==> config.mk <==
export PLATFORM = sky130hd
export DESIGN_NAME = uart_rx_fifo
export DESIGN_NICKNAME = d
export VERILOG_FILES = /design/src/rtl/uart_rx_fifo.sv
export SDC_FILE = /design/constraint.sdc
export NUM_CORES = 1
export LEC_CHECK = 0
export ABC_AREA = 1
export CORE_UTILIZATION = 40
export CTS_BUF_LIST = sky130_fd_sc_hd__clkbuf_8
export DETAILED_ROUTE_END_ITERATION = 10
export DONT_BUFFER_PORTS = 1
export PLACE_DENSITY = 0.6
export SKIP_LAST_GASP = 1
export SYNTH_ARGS = -nofsm -noshare
export SYNTH_HDL_FRONTEND = slang
export SYNTH_SLANG_ARGS = --single-unit
==> constraint.sdc <==
create_clock -name io_axiClk -period 2.7 [get_ports io_axiClk]
set_clock_uncertainty 0.15 [all_clocks]
set_input_delay 0.54 -clock io_axiClk [delete_from_list [all_inputs] [get_ports io_axiClk]]
set_output_delay 0.54 -clock io_axiClk [all_outputs]
set_load 0.1 [all_outputs]
==> src/rtl/uart_rx_fifo.sv <==
// rtl/uart_rx_fifo.sv - 8N1 UART receiver feeding a first-word-fall-through byte FIFO.
// Define UART_RX_PARITY_EN to receive 8E1 frames instead.
module uart_rx_fifo #(
   parameter int CLK_DIV     = 16,
   parameter int FIFO_DEPTH  = 16,
   parameter int SYNC_STAGES = 2
) (
   input  logic                          io_axiClk,
   input  logic                          io_asyncResetn,
   input  logic                          io_rxd,
   output logic                          io_rdata_valid,
   input  logic                          io_rdata_ready,
   output logic [7:0]                    io_rdata_payload,
   output logic [$clog2(FIFO_DEPTH):0]   io_count,
   output logic                          io_frameErr,
   output logic                          io_overflow,
   input  logic                          io_overflowClr
);

   localparam int AW = $clog2(FIFO_DEPTH);
   localparam int TW = $clog2(CLK_DIV);
   localparam logic [TW-1:0] T_MID = TW'(CLK_DIV/2 - 1);
   localparam logic [TW-1:0] T_END = TW'(CLK_DIV - 1);

   typedef enum logic [2:0] {
      S_IDLE, S_START, S_DATA, S_PARITY, S_STOP, S_BREAK
   } state_t;

   state_t                 state_q;
   logic [SYNC_STAGES-1:0] sync_q;
   logic                   prev_q;
   logic [TW-1:0]          timer_q;
   logic [2:0]             bit_idx_q;
   logic [7:0]             shift_q;
   logic                   frame_err_q;
   logic                   overflow_q;
   logic [AW:0]            wr_q, rd_q;
   logic [7:0]             mem_q [FIFO_DEPTH];

   logic rxd_s, par_bad, push, pop, full, empty, wr_en;

   assign rxd_s = sync_q[SYNC_STAGES-1];

`ifdef UART_RX_PARITY_EN
   logic parity_q;
   assign par_bad = ^shift_q ^ parity_q;
`else
   assign par_bad = 1'b0;
`endif

   always_ff @(posedge io_axiClk or negedge io_asyncResetn) begin
      if (!io_asyncResetn) begin
         sync_q <= '1;
      end else begin
         sync_q <= {sync_q[SYNC_STAGES-2:0], io_rxd};
      end
   end

   // Frame FSM; the timer free-runs and is cleared on every phase change.
   always_ff @(posedge io_axiClk or negedge io_asyncResetn) begin
      if (!io_asyncResetn) begin
         state_q     <= S_IDLE;
         prev_q      <= 1'b1;
         timer_q     <= '0;
         bit_idx_q   <= '0;
         shift_q     <= '0;
         frame_err_q <= 1'b0;
`ifdef UART_RX_PARITY_EN
         parity_q    <= 1'b0;
`endif
      end else begin
         prev_q      <= rxd_s;
         frame_err_q <= 1'b0;
         timer_q     <= (timer_q == T_END) ? '0 : timer_q + 1'b1;
         case (state_q)
            S_IDLE: begin
               timer_q <= '0;
               if (prev_q && !rxd_s) state_q <= S_START;
            end
            S_START: begin
               if (timer_q == T_MID) begin
                  timer_q   <= '0;
                  bit_idx_q <= '0;
                  state_q   <= rxd_s ? S_IDLE : S_DATA;
               end
            end
            S_DATA: begin
               if (timer_q == T_END) begin
                  shift_q   <= {rxd_s, shift_q[7:1]};
                  bit_idx_q <= bit_idx_q + 1'b1;
`ifdef UART_RX_PARITY_EN
                  if (bit_idx_q == 3'd7) state_q <= S_PARITY;
`else
                  if (bit_idx_q == 3'd7) state_q <= S_STOP;
`endif
               end
            end
`ifdef UART_RX_PARITY_EN
            S_PARITY: begin
               if (timer_q == T_END) begin
                  parity_q <= rxd_s;
                  state_q  <= S_STOP;
               end
            end
`endif
            S_STOP: begin
               if (timer_q == T_END) begin
                  if (!rxd_s) begin
                     frame_err_q <= 1'b1;
                     state_q     <= S_BREAK;
                  end else begin
                     frame_err_q <= par_bad;
                     state_q     <= S_IDLE;
                  end
               end
            end
            S_BREAK: begin
               timer_q <= '0;
               if (rxd_s) state_q <= S_IDLE;
            end
            default: state_q <= S_IDLE;
         endcase
      end
   end

   assign push  = (state_q == S_STOP) && (timer_q == T_END) && rxd_s && !par_bad;
   assign empty = (wr_q == rd_q);
   assign full  = (wr_q[AW] != rd_q[AW]) && (wr_q[AW-1:0] == rd_q[AW-1:0]);
   assign pop   = !empty && io_rdata_ready;
   // A pop in the same cycle frees the slot the push lands in.
   assign wr_en = push && (!full || pop);

   always_ff @(posedge io_axiClk) begin
      if (wr_en) mem_q[wr_q[AW-1:0]] <= shift_q;
   end

   always_ff @(posedge io_axiClk or negedge io_asyncResetn) begin
      if (!io_asyncResetn) begin
         wr_q       <= '0;
         rd_q       <= '0;
         overflow_q <= 1'b0;
      end else begin
         if (wr_en) wr_q <= wr_q + 1'b1;
         if (pop)   rd_q <= rd_q + 1'b1;
         if (push && full && !pop) overflow_q <= 1'b1;
         else if (io_overflowClr)  overflow_q <= 1'b0;
      end
   end

   assign io_rdata_valid   = !empty;
   assign io_rdata_payload = empty ? 8'h00 : mem_q[rd_q[AW-1:0]];
   assign io_count         = wr_q - rd_q;
   assign io_frameErr      = frame_err_q;
   assign io_overflow      = overflow_q;

endmodule

; ---- Word level (Yosys, flattened, before mapping)
; Memory sizes are Yosys's and may differ from the RTL's.
; Index checks and enable logic that the tools add are counted.
[classes]
reduce_logical = 20
addsub = 5
mux = 23
n_eq_ne = 16
[op_table]
columns = op, n
row1 = two-way mux 3 bit, 9
row2 = case mux 3 bit (5 select lines), 1
row3 = inequality test 2 bit (second input constant), 6
row4 = adder 5 x 1 -> 5 bit (second input constant), 2
row5 = == test 3 bit (second input constant), 3
row6 = logical AND 1 bit, 8
row7 = two-way mux 4 bit, 2
row8 = two-way mux 8 bit, 1
row9 = case mux 4 bit (2 select lines), 1
row10 = two-way mux 1 bit, 7
row11 = case mux 3 bit (2 select lines), 1
row12 = AND reduction 6 bit, 1
row13 = == test 5 bit, 1
row14 = subtractor 5 bit, 1
row15 = adder 4 x 1 -> 4 bit (second input constant), 1
row16 = == test 4 x 3 -> 1 bit (second input constant), 1
row17 = == test 4 bit, 1
row18 = == test 4 bit (second input constant), 1
row19 = logical NOT 1 bit, 4
row20 = nonzero test 2 bit, 2
row21 = adder 3 x 1 -> 3 bit (second input constant), 1
row22 = == test 3 x 1 -> 1 bit (second input constant), 1
row23 = == test 3 x 2 -> 1 bit (second input constant), 1
row24 = logical NOT 3 bit, 1
row25 = 6 further kinds, 6
[totals]
ramBits = 128
memories = 1
register_bits = 33
output_inout_bits = 16
[mem_list]
columns = name, words, word_bits, read_ports, rd_clocked_by_memory_dff, wr, line
row1 = mem_q, 16, 8, 1, 0, 1, 38  ; logic [7:0] mem_q [FIFO_DEPTH];

; ---- Depth between registers and ports, before layout
[depth]
ltp_word = 7
ltp_mapped = 12

; ---- Worst setup path after synthesis
; OpenSTA, ideal clock, no wires.
[synth_path]
kind = register -> output
start = register rd_q[1]
end = output port io_rdata_payload[0]
arrival_ps = 3761
stages_incl_launch_ff = 10
n_path_buf = 2
slack_ps = -1751
required_ps = 2010
path_cell_list = dfrtp_1 > buf_2 > clkinv_1 > buf_2 > ha_1 > nand2_1 > nor2_2 > nand2_1 > inv_1 > a21oi_1
[synth_between]
elab_chain_cells = 2
elab_cells_between_ends = 3
[synth_rtl]
columns = item, line
row1 = from (decl), 37  ; logic [AW:0] wr_q, rd_q;
row2 = from (signal assigned), 144  ; if (pop) rd_q <= rd_q + 1'b1;
row3 = memory read (16 x 8 bit) or == test 5 bit (tied branches), --
row4 = two-way mux 8 bit *, 151  ; assign io_rdata_payload = empty ? 8'h00 : mem_q[rd_q[AW-1:0]];
row5 = to (decl), 13  ; output logic [7:0] io_rdata_payload,
; Every way passes the cells marked *; elsewhere a longest branch is shown, timed or not.

; ---- Worst setup path in the final report
[layout_path]
start = register rd_q[0]
end = output port io_count[4]
[layout_between]
elab_chain_cells = 1
[layout_rtl]
columns = item, line
row1 = subtractor 5 bit, 152  ; assign io_count = wr_q - rd_q;
row2 = to (decl), 14  ; output logic [$clog2(FIFO_DEPTH):0] io_count,
; No other way between the ends.

==> reports/metrics.yaml <==
power_and_ir_drop:
  ir_worst_vdd_v: 0.00112
  power_density_mw_per_mm2: 1110
  leakagePower_nw: 4.05
  power_mw: 10.3
clocking:
  cts_buffers: 17
  clockRootBuffer: "clkbuf_8"
  clkLatencyLatePin_ps: 450
  cts_tree: "done"
  cts.clk_slew.worst_paths_ps: 90
  cts_htree_levels: 4
  clockBufferDepth: 2
  cts.sinks: 161
synthesis:
  ys_ff_latch: 161
  synth-edff-count: 128
  synth_nets: 764
  synth_area_mm2: 0.00733
  syn-instance-count: 746
  syn_avg_cell_area_um2: 9.82
  yosys.area.top_type: "edfxtp_1"
  synthArstFlopShare: 0.205
  synth.area.top_cells: "edfxtp_1 52%, nand2_1 14%, dfrtp_1 10%, inv_1 5.7%, nand3_1 4.9%"
  synth_top_area_frac: 0.525
  synth_ff_type: "edfxtp_1"
  ys.warnings.count: 0
  ys_seq_area_frac: 0.638
  yosys.cell_types.count: 32
floorplan:
  initial_core_util: 0.408
  die_y_um: 137
  dieArea_mm2: 0.0189
  io_pins: 21
  fp.dieW_um: 137
  core-area_mm2: 0.0180
  rows: 49
place:
  port_buffers: 0
  placedCellCount: 997
  gp_congestion: 0.835
  placed_area_mm2: 0.00821
  dp_hpwl_mm: 11.0
critical_path:
  cp.required_ps: 2010
  r2r_slack_ps: 310
  path_class: "register to primary output"
  crit_slowest_cell: "dfrtp_2"
  cp_max_fo: 4
  start_kind: "register"
  worstPathArrival_ps: 2110
  reg2regPathDepth: 8
  path_cells: "ha_4 -> fa_2 -> o21ai_2 -> buf_6 -> xor2_4 -> buf_12"
  worst_setup_path_end_kind: "primary output"
  critPathMaxStageDelay_ps: 500
global_route:
  grt_pass1_wl_mm: 27.3
  grt_max_degree: 34
  antenna_found_initial: 0
  gr-total-overflow: 0
  grt_usage: 0.199
  grt_pass1_vias: 5237
min_path:
  min_path_cells: 1
  worstHoldPathType: "input pin to register"
sta:
  worstMarginPinSlew_ps: 896
  rsz0062_at_grt: "true"
  fmax_ghz: 0.357
  maxSlewHeadroom: 0.403
  finalWorstSetupSlack_ps: -97.8
  fin_crit_sh: 1.04
  setup_viol: 10
  timing.final.crit_period_ps: 2800
  hold_viol_final: 0
  slew_violations: 0
outcome:
  violations: "setup timing"
  status: "finished with violations"
route:
  drcViolationCount: 0
  vias_per_cell: 4.98
  drt_wl_total_mm: 18.0
  drt_first_pass_iters: 5
  antenna_left: 0
  vias: 5247
  wl_per_cell_um: 17.0
  drtIter0Drc: 449
final_layout:
  drive_gt1_frac: 0.244
  n_antenna_cell: 0
  final_common_cell: "nand2_1"
  fin_area_mm2: 0.00922
  syn_to_final_growth_pct: 25.8
  final_cell_mix: "247 x nand2_1, 128 x edfxtp_1, 102 x inv_1"
  nNetsFinal: 830
  final_core_util: 0.513
  fin_cells: 1054
job:
  max_cap_violations: 0
## power breakdown
part | total [mW] | switching (mW) | internal, mW
combinational | 5.78 | 3.60 | 2.18
clock | 1.67 | 0.931 | 0.735
sequential | 2.82 | 0.101 | 2.72
## metrics by stage
step	TNS [ps]	hold WS (ps)	setup slack [ps]
5_1_grt	-1660	11.2	-188
3_5_place_dp	0	95.3	13.5
2_1_floorplan	-1740	94.4	-197
6_report	-703	33.6	-97.8
3_3_place_gp	0	95.3	94.9
4_1_cts	-1120	5.56	-148
## worst paths after layout
kind / endpoint / startpoint
worst max-delay path: io_count[4] / rd_q[0]
worst min-delay path: io_overflow / io_overflowClr
worst max register to register: mem_q[1][1] / wr_q[4]
worst min register to register: sync_q[1] / sync_q[0]
max in group asynchronous: sync_q[1] / io_asyncResetn
min in group asynchronous: wr_q[3] / io_asyncResetn
## metal layers
layer	track usage	vias up	routed length (µm)
li1	-	2512	-
met3	0.0338	23	848
met4	0.0849	0	339
met2	0.338	134	9070
met5	0	-	0
met1	0.250	2578	7690
## sequential cells by signal, indices dropped and copies added (netlist names)
register	count
mem_q	128
shift_q	8
rd_q	5
wr_q	5
timer_q	4
bit_idx_q	3
state_q	3
sync_q	2
io_frameErr	1
io_overflow	1
prev_q	1
## cell families (layout without fill, tap and decap cells)
family / count (synthesis) / after routing / share of synthesized area
simple gates: 386 / 386 / 0.222
flops: 161 / 161 / 0.638
buf+inv: 142 / 221 / 0.0797
compound gates: 32 / 32 / 0.0231
fa+ha+maj: 13 / 13 / 0.0232
xor+xnor: 12 / 12 / 0.0143
## critical path, delay by kind of cell, from the launching register on
family,cells,cell delay (ps)
AOI/OAI and AO/OA,1,140
xor gates and xnor gates,1,160
buffers and inverters,2,310
adders and majority gates,2,540
DFF,1,500
## timing repair
action | 4_1_cts | 5_1_grt
setup endpoints to repair | 12 | 11
hold buffers | 3 | 0
setup buffers | 11 | 4
hold endpoints to repair | 34 | 0
resized for setup | 24 | 58
pin swaps | 6 | 47
cloned | 1 | 6
## synth_stat cells, types with 4 or more instances
master / number
nor2_1: 28
xor2_1: 7
inv_2: 4
o21ai_0: 16
edfxtp_1: 128
xnor2_1: 5
clkbuf_1: 4
buf_4: 5
nand3_1: 72
a21oi_1: 12
inv_1: 111
nor3_1: 4
nand2_1: 267
buf_2: 14
ha_1: 12
nand2_4: 5
dfrtp_1: 30
## final cells by class
type / count / area [µm²]
clock buffers: 17 / 234
clock inverters: 15 / 138
fillers: 1587 / 8750
inverters: 118 / 477
multi-input cells: 443 / 2500
flip-flops and latches: 161 / 4680
well taps: 229 / 287
repair buffers: 71 / 908
Power figures use the tool's default switching activity.
